**config.mk**
```make
export PLATFORM = sky130hd
export DESIGN_NAME = sdram_frame_loader
export DESIGN_NICKNAME = d
export VERILOG_FILES = /design/src/rtl/sdram_frame_loader.sv
export SDC_FILE = /design/constraint.sdc
export NUM_CORES = 1
export LEC_CHECK = 0
export CAP_MARGIN = 20
export CORE_ASPECT_RATIO = 0.5
export CORE_UTILIZATION = 52
export CTS_CLUSTER_DIAMETER = 60
export CTS_CLUSTER_SIZE = 28
export DETAILED_ROUTE_END_ITERATION = 16
export PLACE_DENSITY = 0.87
export SYNTH_ARGS = -nofsm -noshare
export SYNTH_HDL_FRONTEND = slang
export SYNTH_SLANG_ARGS = --single-unit
```
**constraint.sdc**
```tcl
create_clock -name iCLK -period 6.39 [get_ports iCLK]
set_clock_uncertainty 0.05 [all_clocks]
set_input_delay 0.9585 -clock iCLK [delete_from_list [all_inputs] [get_ports iCLK]]
set_output_delay 0.9585 -clock iCLK [all_outputs]
set_load 0.01 [all_outputs]
```
**src/rtl/sdram_frame_loader.sv**
```systemverilog
// Packs a byte stream into 16-bit words and writes one full frame into an SDRAM slot.
// The slot base comes from the frame ID that is latched at start.
module sdram_frame_loader #(
    parameter int WORDS_PER_LINE = 512,
    parameter int LINES          = 768,
    parameter int FRAME_ID_W     = 6,
    parameter int WORD_ADDR_W    = 19
) (
    input  logic                              iCLK,
    input  logic                              iRST_N,
    input  logic                              iSTART,
    input  logic [FRAME_ID_W-1:0]             iFRAME_ID,
    input  logic [7:0]                        iBYTE,
    input  logic                              iBYTE_VALID,
    output logic                              oBYTE_READY,
    input  logic                              iWAIT_REQUEST,
    output logic                              oWR_EN,
    output logic [FRAME_ID_W+WORD_ADDR_W-1:0] oWR_ADDR,
    output logic [15:0]                       oWR_DATA,
    output logic                              oBUSY,
    output logic                              oDONE,
    output logic                              oLINE_DONE,
    output logic [2:0]                        oSTATE
);

    // Handshakes: a byte moves on a cycle with iBYTE_VALID & oBYTE_READY; a word moves on a
    // cycle with oWR_EN & ~iWAIT_REQUEST. Address and data hold until the word moves.
    typedef enum logic [2:0] {
        S_IDLE  = 3'd0,
        S_LOW   = 3'd1,
        S_HIGH  = 3'd2,
        S_WRITE = 3'd3,
        S_DONE  = 3'd4
    } state_t;

    localparam int COL_W = (WORDS_PER_LINE > 1) ? $clog2(WORDS_PER_LINE) : 1;
    localparam logic [WORD_ADDR_W-1:0] LAST_WORD = WORD_ADDR_W'(WORDS_PER_LINE * LINES - 1);
    localparam logic [COL_W-1:0]       LAST_COL  = COL_W'(WORDS_PER_LINE - 1);

    state_t                  state;
    state_t                  state_next;
    logic [FRAME_ID_W-1:0]   frame_id;
    logic [WORD_ADDR_W-1:0]  counter;
    logic [COL_W-1:0]        col;
    logic [15:0]             data;
    logic                    line_done;
    logic                    start_ok;
    logic                    byte_ok;
    logic                    word_ok;

    assign start_ok = iSTART && (state == S_IDLE || state == S_DONE);
    assign byte_ok  = iBYTE_VALID && oBYTE_READY;
    assign word_ok  = (state == S_WRITE) && !iWAIT_REQUEST;

    always_ff @(posedge iCLK or negedge iRST_N) begin
        if (!iRST_N) begin
            state <= S_IDLE;
        end else begin
            state <= state_next;
        end
    end

    always_comb begin
        state_next = state;
        case (state)
            S_IDLE:  if (start_ok) state_next = S_LOW;
            S_LOW:   if (byte_ok) state_next = S_HIGH;
            S_HIGH:  if (byte_ok) state_next = S_WRITE;
            S_WRITE: if (word_ok) state_next = (counter == LAST_WORD) ? S_DONE : S_LOW;
            S_DONE:  if (start_ok) state_next = S_LOW;
            default: state_next = S_IDLE;
        endcase
    end

    always_comb begin
        oBYTE_READY = (state == S_LOW) || (state == S_HIGH);
        oWR_EN      = (state == S_WRITE);
        oBUSY       = (state == S_LOW) || (state == S_HIGH) || (state == S_WRITE);
        oDONE       = (state == S_DONE);
        oSTATE      = state;
    end

    // The column counter tracks the position within a line so end-of-line needs no divider.
    always_ff @(posedge iCLK or negedge iRST_N) begin
        if (!iRST_N) begin
            frame_id  <= '0;
            counter   <= '0;
            col       <= '0;
            data      <= '0;
            line_done <= 1'b0;
        end else begin
            line_done <= word_ok && (col == LAST_COL);
            if (start_ok) begin
                frame_id <= iFRAME_ID;
                counter  <= '0;
                col      <= '0;
            end else if (word_ok) begin
                if (counter != LAST_WORD) begin
                    counter <= counter + 1'b1;
                end
                col <= (col == LAST_COL) ? '0 : col + 1'b1;
            end
            if (byte_ok && state == S_LOW) begin
                data[7:0] <= iBYTE;
            end
            if (byte_ok && state == S_HIGH) begin
                data[15:8] <= iBYTE;
            end
        end
    end

    assign oWR_ADDR   = {frame_id, counter};
    assign oWR_DATA   = data;
    assign oLINE_DONE = line_done;

endmodule

```
==> impl_metrics.csv, run 1 <==
group,metric,value,unit
clock_tree,ctsRootBufferMaster,"clkbuf_8",
clock_tree,cts_buffers,5,
timing,fmax,0.3574,GHz
grt,grt_pass1_wl,10720,um
detailed_routing,drt_iter0_drc,110,
logic_synthesis,avgSynthCellArea,10.06,sq um
logic_synthesis,synth_enable_flop_cells,0,
critical_path,r2r_start,"col[0]",
logic_synthesis,synth_compound_area_share,9.829,%
grt,grt_overflow,0,
grt,antenna_found_initial,0,
layout,finish.instance_area,3473,sq um
clock_tree,clockBufferDepth,2,
placement,place_congestion,0.8415,
floorplanning,initial_core_util,56.83,%
critical_path,cp-start-kind,"flip-flop",
logic_synthesis,synth_most_common_cell,"dfrtp_1",
power_and_ir_drop,power,1.233,mW
clock_tree,cts_max_level,2,
layout,multi_input_area,1237,sq um
detailed_routing,first_pass_iters,4,
layout,layout-drive-gt1-share,10.91,%
clock_tree,postCtsSetupRepairBufs,0,
logic_synthesis,ys.warnings.count,0,
power_and_ir_drop,p_leak,1.480,nW
floorplanning,die_y,52.34,um
logic_synthesis,synth.area.mux_share,12.16,%
floorplanning,row_count,17,
min_path,hold_start,"frame_id[5]",
layout,syn_to_final_growth,31.81,%
logic_synthesis,synthAdderAreaFrac,1.425,%
logic_synthesis,synth_top_area_share,51.28,%
placement,place_area,3382,sq um
detailed_routing,wl,6564,um
power_and_ir_drop,power.density,354.9,nW/um^2
layout,antenna_cells,0,
grt,grt_pass1_vias,2295,
clock_tree,cts-hold-fix-buffers,0,
timing,tightest_slew,0.7841,ns
layout,fillerInstances,342,
critical_path,critical_path_arrival,1.79,ns
detailed_routing,via_count,2276,
clock_tree,clock_latency,0.31,ns
run_status,status,"complete, no violations",
critical_path,path_max_fanout,14,
logic_synthesis,synthSimpleGateAreaFrac,23.12,%
floorplanning,dieArea,5373,sq um
logic_synthesis,ys_async_sr_fraction,100.0,%
clock_tree,clk_pin_slew,0.09,ns
logic_synthesis,synth.distinct_cells,40,
layout,final_nets,351,
grt,grt_max_degree,55,
timing,rsz0062_at_grt,"false",
logic_synthesis,syn-cell-area,2635,sq um
timing,maxSlewViolCount,0,
critical_path,criticalPathCategory,"flip-flop to output port",
timing,setup_violations,0,
detailed_routing,post-route-drc-count,0,
placement,io_buffers,67,
logic_synthesis,synth-xor-area-share,0,%
critical_path,startpoint,"oSTATE[1]",
placement,dp_hpwl,4621,um
logic_synthesis,synthCells,262,
logic_synthesis,post-synth-top-area-cell,"dfrtp_1",
timing,maxSlewHeadroom,47.49,%
min_path,min_path_type,"flip-flop to flip-flop",
job,maxCapViolCount,0,
timing,finalSetupTns,0,ns
critical_path,cp.required,5.38,ns
logic_synthesis,synth_area_leaders,"dfrtp_1 51%, mux2_2 6.8%, nand2_1 6.3%, mux2i_1 5.3%, a21oi_1 3.2%",
clock_tree,cts_tree,"done",
critical_path,crit_path_end_kind,"output port",
floorplanning,dieWidth,102.7,um
timing,finalCriticalPeriod,2.798,ns
detailed_routing,ant_nets,0,
logic_synthesis,synth_common_cells,"54 x dfrtp_1, 44 x nand2_1, 17 x a21oi_1, 16 x mux2_2, 15 x nor2_1",
power_and_ir_drop,ir_drop,0.2295,mV
grt,grt_usage,26.75,%
clock_tree,clkSinkCount,54,
timing,final.period_utilization,43.79,%
critical_path,ff2ff_path_depth,8,
logic_synthesis,ys.flop_type,"dfrtp_1",
logic_synthesis,syn_nets,284,
floorplanning,coreArea,4637,sq um
floorplanning,ios,68,
detailed_routing,viasPerCell,5.747,
timing,hold_viol_final,0,
logic_synthesis,ys_seq_area_share,51.28,%
clock_tree,cts.repair.resized,0,
logic_synthesis,synth_top_family_by_area,"simple AND/OR/NAND/NOR gates",
min_path,worstHoldPathCells,2,
logic_synthesis,ys_ff_latch,54,
detailed_routing,wl_per_cell,16.58,um
layout,regArea,1351,sq um
==> metrics by stage <==
stage / setup slack (ns) / util, % / hold slack, ns / cells
global placement: 3.305 / 72.69 / 0.4077 / 387
finish: 3.592 / 74.91 / 0.4349 / 396
detailed placement: 3.522 / 72.94 / 0.4127 / 388
global route: 3.511 / 74.91 / 0.4619 / 396
CTS: 3.581 / 74.91 / 0.4373 / 396
floorplan: 4.131 / - / 0.4225 / 262
==> power breakdown <==
group | leakage, nW | internal, mW | switching (mW) | total, mW
Sequential | 0.697 | 0.440 | 0.0888 | 0.529
Combinational | 0.735 | 0.286 | 0.220 | 0.506
Clock | 0.0482 | 0.0877 | 0.110 | 0.197
Total | 1.48 | 0.814 | 0.419 | 1.23
==> registers in the layout (all words and copies together) (netlist names) <==
name / count
counter: 19
oWR_DATA: 16
col: 9
frame_id: 6
oSTATE: 3
oLINE_DONE: 1
==> critical path: stages, from the launching register on <==
cell and delay, ns:
dfrtp_1 0.52, nor2_1 0.23, nand2_1 0.10, inv_1 0.09
clkdlybuf4s50_1 0.55
==> final timing paths <==
path,slack (ns),to
min reg2reg,0.43,frame_id[5]
min in group asynchronous,0.71,frame_id[2]
max reg2reg,4.06,col[3]
max in group asynchronous,5.15,counter[3]
max,3.59,oDONE
min,0.43,frame_id[5]
==> final cells by class <==
| type | instances | share of cell area [%] |
|---|---|---|
| clock buffers | 7 | 2.486 |
| clock inverters | 1 | 0.1441 |
| inverters | 5 | 0.5403 |
| flip-flops and latches | 54 | 38.91 |
| multi-input cells | 193 | 35.63 |
| repair buffers | 70 | 19.92 |
| well taps | 66 | 2.378 |
==> metal layers <==
layer	track usage, %	vias up	wire [um]
met5	0	-	0
met2	46.22	76	3212
met3	6.000	17	308
li1	-	1069	-
met1	33.56	1114	2929
met4	9.048	0	114
==> logic make-up after synthesis <==
logic type | after synthesis
multiplexers | 30
adder cells (fa/ha/maj) | 3
AO/OA/AOI/OAI | 43
buffers and inverters | 15
AND/OR/NAND/NOR | 117
flip-flops | 54
==> layout by cell type (no fill, tap or decap), drive strengths merged, types with 2 or more instances in the layout <==
| cell type | netlist | routed |
|---|---|---|
| or3 | 2 | 2 |
| nand2b | 4 | 4 |
| nor2 | 15 | 15 |
| a31oi | 2 | 2 |
| dfrtp | 54 | 54 |
| mux2i | 14 | 14 |
| mux2 | 16 | 16 |
| or2 | 4 | 4 |
| nand2 | 44 | 44 |
| nor3 | 6 | 6 |
| clkdlybuf4s50 | 0 | 66 |
| nor4 | 4 | 4 |
| and4 | 3 | 3 |
| o31ai | 2 | 2 |
| nand3 | 5 | 5 |
| a21oi | 17 | 17 |
| and2 | 4 | 4 |
| or4 | 2 | 2 |
| nand3b | 6 | 6 |
| ha | 3 | 3 |
| and3 | 5 | 5 |
| clkbuf | 9 | 7 |
| nand4 | 8 | 8 |
| inv | 5 | 5 |
| buf | 1 | 4 |
| o21ai | 13 | 13 |
Note: power is estimated with default switching activity, not from simulation.
==> inputs of run 2 (changes only) <==
- CORE_UTILIZATION: 52 -> 49
- PLACE_DENSITY: 0.87 -> 0.83
- clock period: 6.39 -> 2.6 ns (I/O delays scaled with it)
==> run 2 against run 1 <==
  * Sequential share of layout area is 0.39 points lower
  * Setup slack worse by 3.3 ns
  * Design area increased by 1.0%
  * Sequential power up 140%
  * First-iteration DRC count up 21%
  * Core utilization down 5.4 points
  * Routed wire length fell by 6.7%
  * Cell count up 2.0%
  * Non-clock buffer count is 4 higher
  * Critical endpoint is now col[5]
  * Largest power group unchanged
==> impl_metrics.csv, run 2 (synthesized netlist as in run 1, its figures left out) <==
group,metric,value,unit
critical_path,worst-path-stages,8,
timing,maxSlewHeadroom,52.67,%
layout,syn_to_final_growth,33.14,%
clock_tree,cts.repair.resized,0,
detailed_routing,post-route-drc-count,0,
detailed_routing,first_pass_iters,4,
run_status,status,"complete, no violations",
timing,hold_viol_final,0,
critical_path,criticalPathCategory,"flip-flop to flip-flop",
critical_path,crit_path_end_kind,"flip-flop",
timing,finalSetupTns,0,ns
placement,place_congestion,0.7993,
power_and_ir_drop,p_sw,1.019,mW
timing,maxSlewViolCount,0,
clock_tree,clock_latency,0.30,ns
critical_path,ff2ff_path_depth,8,
critical_path,cp.required,2.79,ns
timing,setup_violations,0,
floorplanning,ios,68,
critical_path,critical_path_arrival,2.49,ns
layout,final_common_cell,"clkdlybuf4s50_1",
floorplanning,coreArea,5045,sq um
detailed_routing,ant_nets,0,
layout,final_nets,355,
critical_path,path_buf_inv,0,
job,maxCapViolCount,0,
clock_tree,postCtsSetupRepairBufs,0,
layout,finish.instance_area,3508,sq um
power_and_ir_drop,p_int,2.012,mW
detailed_routing,wl_per_cell,15.16,um
grt,antenna_found_initial,0,
critical_path,path_max_fanout,7,
timing,fmax,0.4352,GHz
floorplanning,initial_core_util,52.23,%
layout,antenna_cells,0,
placement,dp_hpwl,4481,um
clock_tree,cts_buffers,5,
power_and_ir_drop,ir_drop,0.6311,mV
floorplanning,dieArea,5693,sq um
grt,grt_usage,22.62,%
detailed_routing,drt_iter0_drc,133,
floorplanning,dieWidth,105.7,um
critical_path,cp_top_family,"simple AND/OR/NAND/NOR gates",
clock_tree,cts_max_level,2,
clock_tree,cts_tree,"done",
power_and_ir_drop,swShare,33.62,%
placement,io_buffers,67,
power_and_ir_drop,p_leak,1.499,nW
grt,grt_pass1_wl,9867,um
detailed_routing,wl,6123,um
placement,place_area,3413,sq um
critical_path,crit_chain,"ha_1, and3_1, and3_1, and3_1, ha_1, nor2_1, nand4b_1, a21oi_1",
layout,layout-drive-gt1-share,12.28,%
layout,fin_cells,404,
detailed_routing,viasPerCell,5.542,
clock_tree,cts-hold-fix-buffers,0,
floorplanning,die_y,53.86,um
clock_tree,clkSinkCount,54,
power_and_ir_drop,p_comb_share,41.3,%
critical_path,crit_path_top_delay_cell,"dfrtp_1",
power_and_ir_drop,p_seq_share,42.4,%
floorplanning,row_count,18,
timing,final.period_utilization,88.38,%
clock_tree,clk_pin_slew,0.10,ns
power_and_ir_drop,clockPowerShare,16.3,%
layout,regMostFlops,"counter",
min_path,min_path_type,"input port to async pin",
layout,layout_common_cells,"66 x clkdlybuf4s50_1, 54 x dfrtp_1, 44 x nand2_1, 17 x a21oi_1, 16 x mux2_2",
power_and_ir_drop,power.density,863.8,nW/um^2
critical_path,path_common_cell,"and3_1",
detailed_routing,via_count,2239,
grt,grt_max_degree,27,
timing,rsz0062_at_grt,"false",
critical_path,critPathMaxStageDelay,0.41,ns
timing,finalCriticalPeriod,2.298,ns
clock_tree,ctsRootBufferMaster,"clkbuf_8",
grt,grt_pass1_vias,2117,
placement,placed_cells,396,
critical_path,cp-start-kind,"flip-flop",
timing,tightest_slew,0.7083,ns
clock_tree,clockBufferDepth,2,
layout,largest_reg_flops,19,
grt,grt_overflow,0,
[run 2: cell types whose count changed in the layout (fill, tap and decap cells not counted)]
cell / change
buf_4: +5
clkbuf_1: -1
clkinvlp_4: +1
buf_6: -1
[run 2: area by class of cell]
type | instances | area [sq um]
clock buffers | 6 | 82.58
multi-input cells | 193 | 1237
flip-flops and latches | 54 | 1351
repair buffers | 74 | 718.2
clock inverters | 2 | 12.51
well taps | 70 | 87.58
inverters | 5 | 18.77
fillers | 383 | 1536
[run 2: power groups by stage]
| stage | combinational (mW) | clock [mW] | sequential [mW] |
|---|---|---|---|
| 3_5_place_dp | 1.26 | 0 | 1.30 |
| 4_1_cts | 1.27 | 0.501 | 1.29 |
| 5_1_grt | 1.36 | 0.537 | 1.33 |
| 6_report | 1.25 | 0.494 | 1.28 |
| 3_3_place_gp | 1.22 | 0 | 1.28 |
| 2_1_floorplan | 0.510 | 0 | 1.35 |
[run 2: path summary, 6_finish.rpt]
path,from,to,slack (ns)
max in group asynchronous,iRST_N,oWR_DATA[2],1.82
min in group iCLK,frame_id[5],frame_id[5],0.44
worst max-delay path,col[0],col[5],0.30
worst max register to register,col[0],col[5],0.30
worst min-delay path,iRST_N,counter[15],0.03
worst min register to register,frame_id[5],frame_id[5],0.44
[run 2: per-stage QoR]
| stage | util [%] | total power, mW | worst slack [ns] | hold slack [ns] |
|---|---|---|---|---|
| detailed placement | 67.66 | 2.564 | 0.3289 | 0.3756 |
| finish | 69.54 | 3.030 | 0.3021 | 0.03387 |
| CTS | 69.54 | 3.055 | 0.3194 | 0.04132 |
| global route | 69.54 | 3.229 | 0.1720 | 0.06210 |
| floorplan | - | 1.859 | 0.5536 | 0.04441 |
| global placement | 67.66 | 2.506 | 0.4183 | 0.3710 |
[run 2: layer usage]
layer / wire length, um / GRT usage, % / vias up
li1: - / - / 1082
met1: 2691 / 28.57 / 1098
met2: 3058 / 41.50 / 57
met3: 353 / 5.327 / 2
met4: 19 / 3.472 / 0
met5: 0 / 0 / -
